## src/rtl/src_ctrl_pkg.sv

```systemverilog
// src_ctrl_pkg: states, instruction classes, opcodes, ALU ops, bus selects and IR field positions for control_unit.
package src_ctrl_pkg;
  typedef enum logic [3:0] {IDLE, T0, T1, T2, T3, T4, T5, T6, HALT} state_e;
  typedef enum logic [2:0] {CL_BINARY, CL_UNARY, CL_MULDIV, CL_HALT, CL_ILLEGAL} iclass_e;
  localparam int OPC_MSB = 31;
  localparam int OPC_LSB = 27;
  localparam int RA_MSB = 26;
  localparam int RA_LSB = 23;
  localparam int RB_MSB = 22;
  localparam int RB_LSB = 19;
  localparam int RC_MSB = 18;
  localparam int RC_LSB = 15;
  localparam logic [4:0] OP_ADD  = 5'b00011;
  localparam logic [4:0] OP_SUB  = 5'b00100;
  localparam logic [4:0] OP_AND  = 5'b00101;
  localparam logic [4:0] OP_OR   = 5'b00110;
  localparam logic [4:0] OP_ROR  = 5'b00111;
  localparam logic [4:0] OP_ROL  = 5'b01000;
  localparam logic [4:0] OP_SHR  = 5'b01001;
  localparam logic [4:0] OP_SHRA = 5'b01010;
  localparam logic [4:0] OP_SHL  = 5'b01011;
  localparam logic [4:0] OP_DIV  = 5'b01111;
  localparam logic [4:0] OP_MUL  = 5'b10000;
  localparam logic [4:0] OP_NEG  = 5'b10001;
  localparam logic [4:0] OP_NOT  = 5'b10010;
  localparam logic [4:0] OP_HALT = 5'b11011;
  localparam logic [3:0] ALU_ADD  = 4'h0;
  localparam logic [3:0] ALU_SUB  = 4'h1;
  localparam logic [3:0] ALU_NEG  = 4'h2;
  localparam logic [3:0] ALU_NOT  = 4'h3;
  localparam logic [3:0] ALU_AND  = 4'h4;
  localparam logic [3:0] ALU_OR   = 4'h5;
  localparam logic [3:0] ALU_SHR  = 4'h6;
  localparam logic [3:0] ALU_SHRA = 4'h7;
  localparam logic [3:0] ALU_SHL  = 4'h8;
  localparam logic [3:0] ALU_ROR  = 4'h9;
  localparam logic [3:0] ALU_ROL  = 4'hA;
  localparam logic [3:0] ALU_MUL  = 4'hB;
  localparam logic [3:0] ALU_DIV  = 4'hC;
  localparam logic [3:0] ALU_INC  = 4'hD;
  localparam logic [4:0] SEL_HI  = 5'b10000;
  localparam logic [4:0] SEL_LO  = 5'b10001;
  localparam logic [4:0] SEL_ZHI = 5'b10010;
  localparam logic [4:0] SEL_ZLO = 5'b10011;
  localparam logic [4:0] SEL_PC  = 5'b10100;
  localparam logic [4:0] SEL_MDR = 5'b10101;
endpackage

```

## src/rtl/instr_decode.sv

```systemverilog
// instr_decode: opcode to instruction class and ALU op; MUL/DIV decode only when CU_MULDIV_EN is defined.
module instr_decode
  import src_ctrl_pkg::*;
(
  input  logic [4:0] opcode_i,
  output logic [2:0] iclass_o,
  output logic [3:0] alu_op_o
);
  always_comb begin
    iclass_o = CL_ILLEGAL;
    alu_op_o = ALU_ADD;
    case (opcode_i)
      OP_ADD:  begin iclass_o = CL_BINARY; alu_op_o = ALU_ADD;  end
      OP_SUB:  begin iclass_o = CL_BINARY; alu_op_o = ALU_SUB;  end
      OP_AND:  begin iclass_o = CL_BINARY; alu_op_o = ALU_AND;  end
      OP_OR:   begin iclass_o = CL_BINARY; alu_op_o = ALU_OR;   end
      OP_ROR:  begin iclass_o = CL_BINARY; alu_op_o = ALU_ROR;  end
      OP_ROL:  begin iclass_o = CL_BINARY; alu_op_o = ALU_ROL;  end
      OP_SHR:  begin iclass_o = CL_BINARY; alu_op_o = ALU_SHR;  end
      OP_SHRA: begin iclass_o = CL_BINARY; alu_op_o = ALU_SHRA; end
      OP_SHL:  begin iclass_o = CL_BINARY; alu_op_o = ALU_SHL;  end
      OP_NEG:  begin iclass_o = CL_UNARY;  alu_op_o = ALU_NEG;  end
      OP_NOT:  begin iclass_o = CL_UNARY;  alu_op_o = ALU_NOT;  end
`ifdef CU_MULDIV_EN
      OP_MUL:  begin iclass_o = CL_MULDIV; alu_op_o = ALU_MUL;  end
      OP_DIV:  begin iclass_o = CL_MULDIV; alu_op_o = ALU_DIV;  end
`endif
      OP_HALT: iclass_o = CL_HALT;
      default: ;
    endcase
  end
endmodule

```

## src/rtl/control_unit.sv

```systemverilog
// control_unit: Mini SRC hardwired fetch/decode/execute sequencer.
// Define CU_MULDIV_EN to compile in MUL/DIV (state T6, e_HI/e_LO); otherwise those opcodes are illegal.
module control_unit
  import src_ctrl_pkg::*;
(
  input  logic        clock,
  input  logic        clear,
  input  logic        run,
  input  logic [31:0] ir,
  input  logic        mem_ready,
  output logic        e_PC,
  output logic        e_IR,
  output logic        e_Y,
  output logic        e_Z,
  output logic        e_HI,
  output logic        e_LO,
  output logic        e_MDR,
  output logic        e_MAR,
  output logic        e_GP,
  output logic        incPC,
  output logic        MDR_read,
  output logic [4:0]  BusDataSelect,
  output logic [3:0]  GP_addr,
  output logic [3:0]  ALU_op,
  output logic        halted,
  output logic        illegal
);
  state_e state_q, state_d, done_st;
  logic ill_q, ill_d;
  logic [2:0] iclass;
  logic [3:0] dec_alu, ra, rb, rc;
  logic unused_ir;
  iclass_e cls;
  assign ra = ir[RA_MSB:RA_LSB];
  assign rb = ir[RB_MSB:RB_LSB];
  assign rc = ir[RC_MSB:RC_LSB];
  assign unused_ir = ^ir[RC_LSB-1:0];
  assign cls = iclass_e'(iclass);
  assign done_st = run ? T0 : IDLE;
  instr_decode u_dec (
    .opcode_i(ir[OPC_MSB:OPC_LSB]),
    .iclass_o(iclass),
    .alu_op_o(dec_alu)
  );
  always_ff @(posedge clock or posedge clear) begin
    if (clear) begin
      state_q <= IDLE;
      ill_q   <= 1'b0;
    end else begin
      state_q <= state_d;
      ill_q   <= ill_d;
    end
  end
  always_comb begin
    state_d = state_q;
    ill_d   = ill_q;
    case (state_q)
      IDLE: state_d = run ? T0 : IDLE;
      T0:   state_d = T1;
      T1:   state_d = mem_ready ? T2 : T1;
      T2: begin
        state_d = (cls == CL_BINARY || cls == CL_MULDIV) ? T3 : (cls == CL_UNARY) ? T4 : HALT;
        ill_d   = cls == CL_ILLEGAL;
      end
      T3:   state_d = T4;
      T4:   state_d = T5;
      T5:   state_d = (cls == CL_MULDIV) ? T6 : done_st;
`ifdef CU_MULDIV_EN
      T6:   state_d = done_st;
`endif
      default: ;
    endcase
  end
  // Every output is a pure decode of the current step; IDLE and aborted steps issue nothing.
  always_comb begin
    e_PC = 1'b0;
    e_IR = 1'b0;
    e_Y = 1'b0;
    e_Z = 1'b0;
    e_HI = 1'b0;
    e_LO = 1'b0;
    e_MDR = 1'b0;
    e_MAR = 1'b0;
    e_GP = 1'b0;
    incPC = 1'b0;
    MDR_read = 1'b0;
    BusDataSelect = 5'd0;
    GP_addr = 4'd0;
    ALU_op = ALU_ADD;
    halted = 1'b0;
    illegal = 1'b0;
    case (state_q)
      T0: begin
        BusDataSelect = SEL_PC;
        e_MAR = 1'b1;
        incPC = 1'b1;
        ALU_op = ALU_INC;
        e_Z = 1'b1;
      end
      T1: begin
        BusDataSelect = SEL_ZLO;
        e_PC = 1'b1;
        MDR_read = 1'b1;
        e_MDR = mem_ready;
      end
      T2: begin
        BusDataSelect = SEL_MDR;
        e_IR = 1'b1;
      end
      T3: begin
        BusDataSelect = {1'b0, (cls == CL_MULDIV) ? ra : rb};
        e_Y = 1'b1;
      end
      T4: begin
        BusDataSelect = {1'b0, (cls == CL_BINARY) ? rc : rb};
        ALU_op = dec_alu;
        e_Z = 1'b1;
      end
      T5: begin
        BusDataSelect = SEL_ZLO;
        e_LO = cls == CL_MULDIV;
        e_GP = cls != CL_MULDIV;
        GP_addr = (cls == CL_MULDIV) ? 4'd0 : ra;
      end
`ifdef CU_MULDIV_EN
      T6: begin
        BusDataSelect = SEL_ZHI;
        e_HI = 1'b1;
      end
`endif
      HALT: begin
        halted = 1'b1;
        illegal = ill_q;
      end
      default: ;
    endcase
  end
endmodule

```

## config.mk

```make
export PLATFORM = sky130hd
export DESIGN_NAME = control_unit
export DESIGN_NICKNAME = d
export VERILOG_FILES = /design/src/rtl/src_ctrl_pkg.sv /design/src/rtl/instr_decode.sv /design/src/rtl/control_unit.sv
export SDC_FILE = /design/constraint.sdc
export NUM_CORES = 1
export LEC_CHECK = 0
export CAP_MARGIN = 20
export CORE_ASPECT_RATIO = 1.4
export CORE_MARGIN = 4
export CORE_UTILIZATION = 36
export CTS_CLUSTER_DIAMETER = 120
export DETAILED_ROUTE_END_ITERATION = 7
export PLACE_DENSITY = 0.81
export SETUP_SLACK_MARGIN = 0.15
export SKIP_CTS_REPAIR_TIMING = 1
export SLEW_MARGIN = 20
export SYNTH_ARGS = -nofsm -noshare
export SYNTH_HDL_FRONTEND = slang
export SYNTH_HIERARCHICAL = 1
export SYNTH_SLANG_ARGS = --single-unit
```

## constraint.sdc

```tcl
create_clock -name clock -period 3.7 [get_ports clock]
set_clock_uncertainty 0.05 [all_clocks]
set_input_delay 0.925 -clock clock [delete_from_list [all_inputs] [get_ports clock]]
set_output_delay 0.925 -clock clock [all_outputs]
set_load 0.01 [all_outputs]
```

# --- Word level (Yosys, flattened, before mapping) ---
# Index checks and enable logic that the tools add are counted.
# Widths: inputs -> output; s select.
classes:
  n_reduce_logical: 8
  order_cmp: 0
  shifts: 0
  addsub: 0
  n_mul: 0
  n_eq_ne: 23
  n_div: 0
  bitwise_logic: 0
  n_mux: 24
op_table:
  columns: ["cell", "count"]
  rows:
  - ["$pmux 4 s10", 1]
  - ["$pmux 4 s7", 1]
  - ["$pmux 5 s5", 1]
  - ["$mux 4", 6]
  - ["$eq 5x3->1 const B", 4]
  - ["$eq 5x4->1 const B", 4]
  - ["$eq 5x5->1 const B", 3]
  - ["$eq 4x3->1 const B", 3]
  - ["$mux 1", 12]
  - ["$pmux 3 s3", 1]
  - ["$reduce_or 9->1", 1]
  - ["$eq 4x2->1 const B", 2]
  - ["$pmux 4 s2", 1]
  - ["$reduce_bool 7->1", 1]
  - ["$reduce_or 2->1", 3]
  - ["$eq 5x2->1 const B", 1]
  - ["$eq 4x1->1 const B", 1]
  - ["$eq 4x4->1 const B", 1]
  - ["$logic_not 4->1", 1]
  - ["$eq 3x1->1 const B", 1]
  - ["$eq 3x2->1 const B", 1]
  - ["$eq 3x3->1 const B", 1]
  - ["$logic_not 3->1", 1]
  - ["$mux 3", 1]
  - ["2 further kinds", 2]
word_totals:
  wordCells: 57
  ram_bits: 0
  in_bits: 36
  out_inout_bits: 26
  reg_bits: 5
  memories: 0
  latchBits: 0
  rom_bits: 0

# --- Logic depth before layout (Yosys ltp) ---
depth:
  depth_word: 7
  mapped_depth: 9
  ltp_nobuf: 7

# --- Cells and area by module ---
# Netlist, hierarchy kept.
modules_own_cells:
  columns: ["module", "n_inst", "seq_area_each_um2", "area_per_inst_um2", "cells_each"]
  rows:
  - ["control_unit", 1, 125.1, 683.2, 93]
  - ["instr_decode", 1, 0.0, 231.5, 32]

# --- Worst setup path before layout ---
# No wires, ideal clock.
synth_timing:
  kind: "input -> output"
  start: "input port ir[27]"
  end: "output port BusDataSelect[0]"
  t_arrival_ps: 2592
  path_slack_ps: 133
  cell_stages: 8
  path_buffers: 1
  t_required_ps: 2725
  cell_sequence: "buf_4 -> xnor2_1 -> a31oi_1 -> nand2_1 -> nor3b_4 -> mux2i_1 -> nor3_1 -> or3_1"
synth_between:
  elab_chain_cells: 6
  elab_cells_between_ends: 20
  classes_between: "eq/ne (13); mux (4); reduce/logical (3)"
synth_rtl:
  columns: ["element", "line_no", "rtl"]
  rows:
  - ["start: declaration", "control_unit.sv:9", "input logic [31:0] ir,"]
  - ["$eq 5x2->1, or another cell as far along", "instr_decode.sv:12", "case (opcode_i)"]
  - ["$reduce_or 9->1 (no source line) / $reduce_or 2->1 (equally long branches)", null, null]
  - ["$pmux 3 s3 *", "instr_decode.sv:12", null]
  - ["net cls[2]", "control_unit.sv:33", "iclass_e cls;"]
  - ["$eq 3x2->1 / $logic_not 3->1 (equally long branches)", "control_unit.sv:111, control_unit.sv:115", null]
  - ["$mux 4, on equally long branches", "control_unit.sv:111, control_unit.sv:115", null]
  - ["$pmux 5 s5 *", "control_unit.sv:92", "case (state_q)"]
  - ["end: declaration", "control_unit.sv:22", "output logic [4:0] BusDataSelect,"]
# The timed path passes the listed nets; every way through them passes the cells marked *.

# --- Final worst setup path ---
layout_timing:
  start: "input port ir[28]"
  end: "output port BusDataSelect[0]"
# The elaborated chain is that of the path after synthesis.

==> summary.txt <==
Power
  – Worst vdd ir: 0.1937 mV
  – Static Leak: 0.8151 nW
  – Power per cell area: 359.3 nW/um^2

Setup path
  – Max incr delay on CP: 0.39 ns
  – Worst EP required: 2.72 ns
  – Reg2reg start: state_q[0]$_DFFE_PP0P_
  – Critical Path AT: 2.68 ns
  – Maximum fanout count along the critical path: 6
  – Worst R2R Setup Slack: 2.13 ns
  – Slowest stage cell, crit path: or3_1
  – Cells on worst reg2reg path: 4
  – Crit path launch type: input port
  – Setup CP Type: input port to output port
  – Critical path's top delay family: simple AND/OR/NAND/NOR gates
  – Reg-to-Reg End: state_q[1]$_DFFE_PP0P_
  – Buf/Inv on CP: 3
  – Worst path cell trace: buf_6, xnor2_2, a31oi_1, nand2_2, nor3_4, buf_4, mux2i_1, nor3_1, or3_1, buf_2
  – Worst setup EP type: output port

STA
  – Final Critical Period: 3.656 ns
  – FMAX: 273.5 MHz
  – Final hold violation count: 0
  – RSZ-0062 raised after global routing: yes
  – Max Slew Vio Count: 0
  – Setup violators final: 0
  – Slew headroom: 55.20%
  – Final period util: 98.82%
  – Slew @ Worst Pin: 0.6720 ns

Synthesis
  – Dominant synthesized flop cell: dfrtp_1
  – Top cell type's share of synthesized area: 13.68%
  – EDFF count, synth: 0
  – Yosys top cell by area: dfrtp_1
  – Mapped cell area: 914.6 sq um
  – Top post-synthesis cells by area: dfrtp_1, mux2i_1, a2111oi_2
  – Synth warnings: 6
  – Cell variety after synth: 46
  – Sequential-to-total area share from yosys stat: 13.68%
  – Syn Nets: 161
  – Asr flop ratio synth: 100.0%
  – Synth Instances: 125
  – Syn_area_per_cell: 7.317 sq um
  – Synth Register Bits: 5

Floorplan
  – Core footprint: 2417 sq um
  – Die Footprint: 3423 sq um
  – Die H: 67.64 microns
  – Initial Util: 37.84%
  – Die W: 50.60 microns
  – Site row count: 21
  – # IOs: 62

Drt
  – Final ANT Viol Nets: 0
  – Remaining DRCs: 0
  – DR pass1 iterations: 4
  – Routed WL: 3078 microns
  – Routed WL per cell: 13.99 microns
  – Vias: 1,138
  – First DRT Iteration DRCs: 24
  – Vias/cell: 5.173

Cells and area
  – Area of the multi-input gates: 730.7 sq um
  – Layout cells sized above 1: 31.18%
  – Fin nets: 223
  – Register area: 125.1 sq um
  – Layout Cells excl Fill: 220
  – Area grow syn2layout: 78.39%
  – Fill cells: 215
  – Antenna fix cells: 0
  – Util after Layout: 67.49%

Clocking
  – Clock Pin Slew Worst Setup and Hold Paths: 0.04 ns
  – CTS tree: done
  – Clock sink count: 5
  – Num CTS Buffers: 3
  – Clk_lat worst skew: 0.25 ns
  – Root Driver: clkbuf_4
  – CTS HTree Levels: 1
  – Clock Path Buffers: 2

Global route
  – Initial antenna violation count: 0
  – Vias in the first global route: 1,096
  – Largest net degree at the start of global routing: 23
  – First-pass GRT wire length: 4623 microns
  – Global Route Usage Sum: 17.12%
  – Gr ovfl total: 0

Worst hold path
  – Hold path startpoint: ill_q$_DFFE_PP0N_
  – Worst hold stages: 2
  – Hold Path Sink: ill_q$_DFFE_PP0N_
  – Hold Path Class: register to register

Flow run
  – Max-cap viol count: 0

Placement
  – Detailed Place HPWL: 2280 microns
  – Inst Count DP: 205
  – GPL Wtd Cong: 0.7655
  – Port bufs: 45

Outcome
  – Status: finished clean
==> synth_stat cells (all sizes together) (3+ instances only) <==
| cell | number |
|---|---|
| and2 | 8 |
| nand2b | 6 |
| dfrtp | 5 |
| mux2i | 6 |
| a2111oi | 3 |
| clkbuf | 4 |
| nor3 | 9 |
| buf | 10 |
| nor2b | 5 |
| inv | 10 |
| o21ai | 5 |
| nor2 | 11 |
| a21oi | 8 |
==> through the flow <==
| stage | cell area (sq um) | hold WS (ns) | TNS [ns] | power (mW) | setup slack [ns] |
|---|---|---|---|---|---|
| after floorplan | 924.6 | 0.4563 | 0 | 0.3518 | 0.1559 |
| after global placement | 1440 | 0.4716 | -7.572 | 0.4886 | -0.7928 |
| after detailed placement | 1440 | 0.4847 | -8.161 | 0.4996 | -0.8249 |
| after CTS | 1466 | 0.4918 | -8.264 | 0.5688 | -0.8291 |
| after global routing | 1632 | 0.5264 | -0.03872 | 0.6282 | -0.03872 |
| final | 1632 | 0.4868 | 0 | 0.5863 | 0.04381 |
==> worst reg2reg max path: stages, from the launching register on <==
cell	delay (ns)
dfrtp_1	0.62
nand2b_1	0.37
nor2_1	0.16
a21oi_1	0.05
o22a_1	0.22
==> placed cells by master (no fill, tap or decap), types with 2 or more instances in the layout <==
master and n:
a21o_1 2, buf_2 4, o21ai_0 2, xnor2_2 2, buf_6 3, nor2b_1 5
clkbuf_4 4, a211oi_1 2, a2111oi_2 2, nor2_1 11, nor3_4 2, mux2i_1 6
buf_4 25, or2_2 2, o22a_1 2, nand2b_1 6, dfrtp_1 5, a31oi_1 2
dlymetal6s2s_1 8, buf_12 2, a21oi_1 8, clkdlybuf4s50_1 28, o21ai_2 3, nor3_1 7
and2_1 7, inv_1 10
==> worst max path at each step <==
stage / from / end / slack, ns / cells after the start
6_report: ir[28] / BusDataSelect[0] / 0.04 / 10
5_1_grt: ir[28] / BusDataSelect[0] / -0.04 / 11
4_1_cts: ir[27] / GP_addr[2] / -0.83 / 10
3_5_place_dp: ir[27] / GP_addr[2] / -0.82 / 10
3_3_place_gp: ir[27] / BusDataSelect[0] / -0.79 / 9
2_1_floorplan: ir[27] / BusDataSelect[0] / 0.16 / 8
==> layout make-up <==
cell class                 count  share of cell area (%)
multi-input combinational     96                   44.79
timing repair buffer          71                   41.03
sequential                     5                   7.669
tap                           34                   2.607
inverter                      10                   2.301
clock buffer                   4                   1.610
==> registers in the layout, summed over array words and instances (netlist names) <==
signal,flops
ill_q,1
state_q,4
==> kinds of logic (layout without fill, tap and decap cells) <==
family	Yosys count	count (layout)	synth area share (%)
AND/OR/NAND/NOR	54	54	35.30
AO/OA/AOI/OAI	32	32	26.95
buffers and inverters	24	85	13.95
multiplexers	7	7	7.798
flip-flops	5	5	13.68
XOR/XNOR	2	2	1.916
other	1	1	0.4100
==> report_power, final <==
| part | internal [mW] | switching, mW | leakage [nW] |
|---|---|---|---|
| Sequential | 0.0785 | 0.0841 | 0.0594 |
| Combinational | 0.201 | 0.158 | 0.741 |
| Clock | 0.0409 | 0.0245 | 0.0150 |
==> metal layers <==
layer | up-vias | share of wire, % | wire [microns] | GRT usage [%]
met3 | 5 | 3.7 | 114 | 2.649
met4 | 0 | 1.2 | 37 | 6.397
met5 | - | 0 | 0 | 0
met1 | 536 | 37 | 1135 | 17.31
li1 | 564 | - | - | -
met2 | 33 | 58 | 1791 | 34.48
No activity file was read; power rests on OpenSTA's default activity.
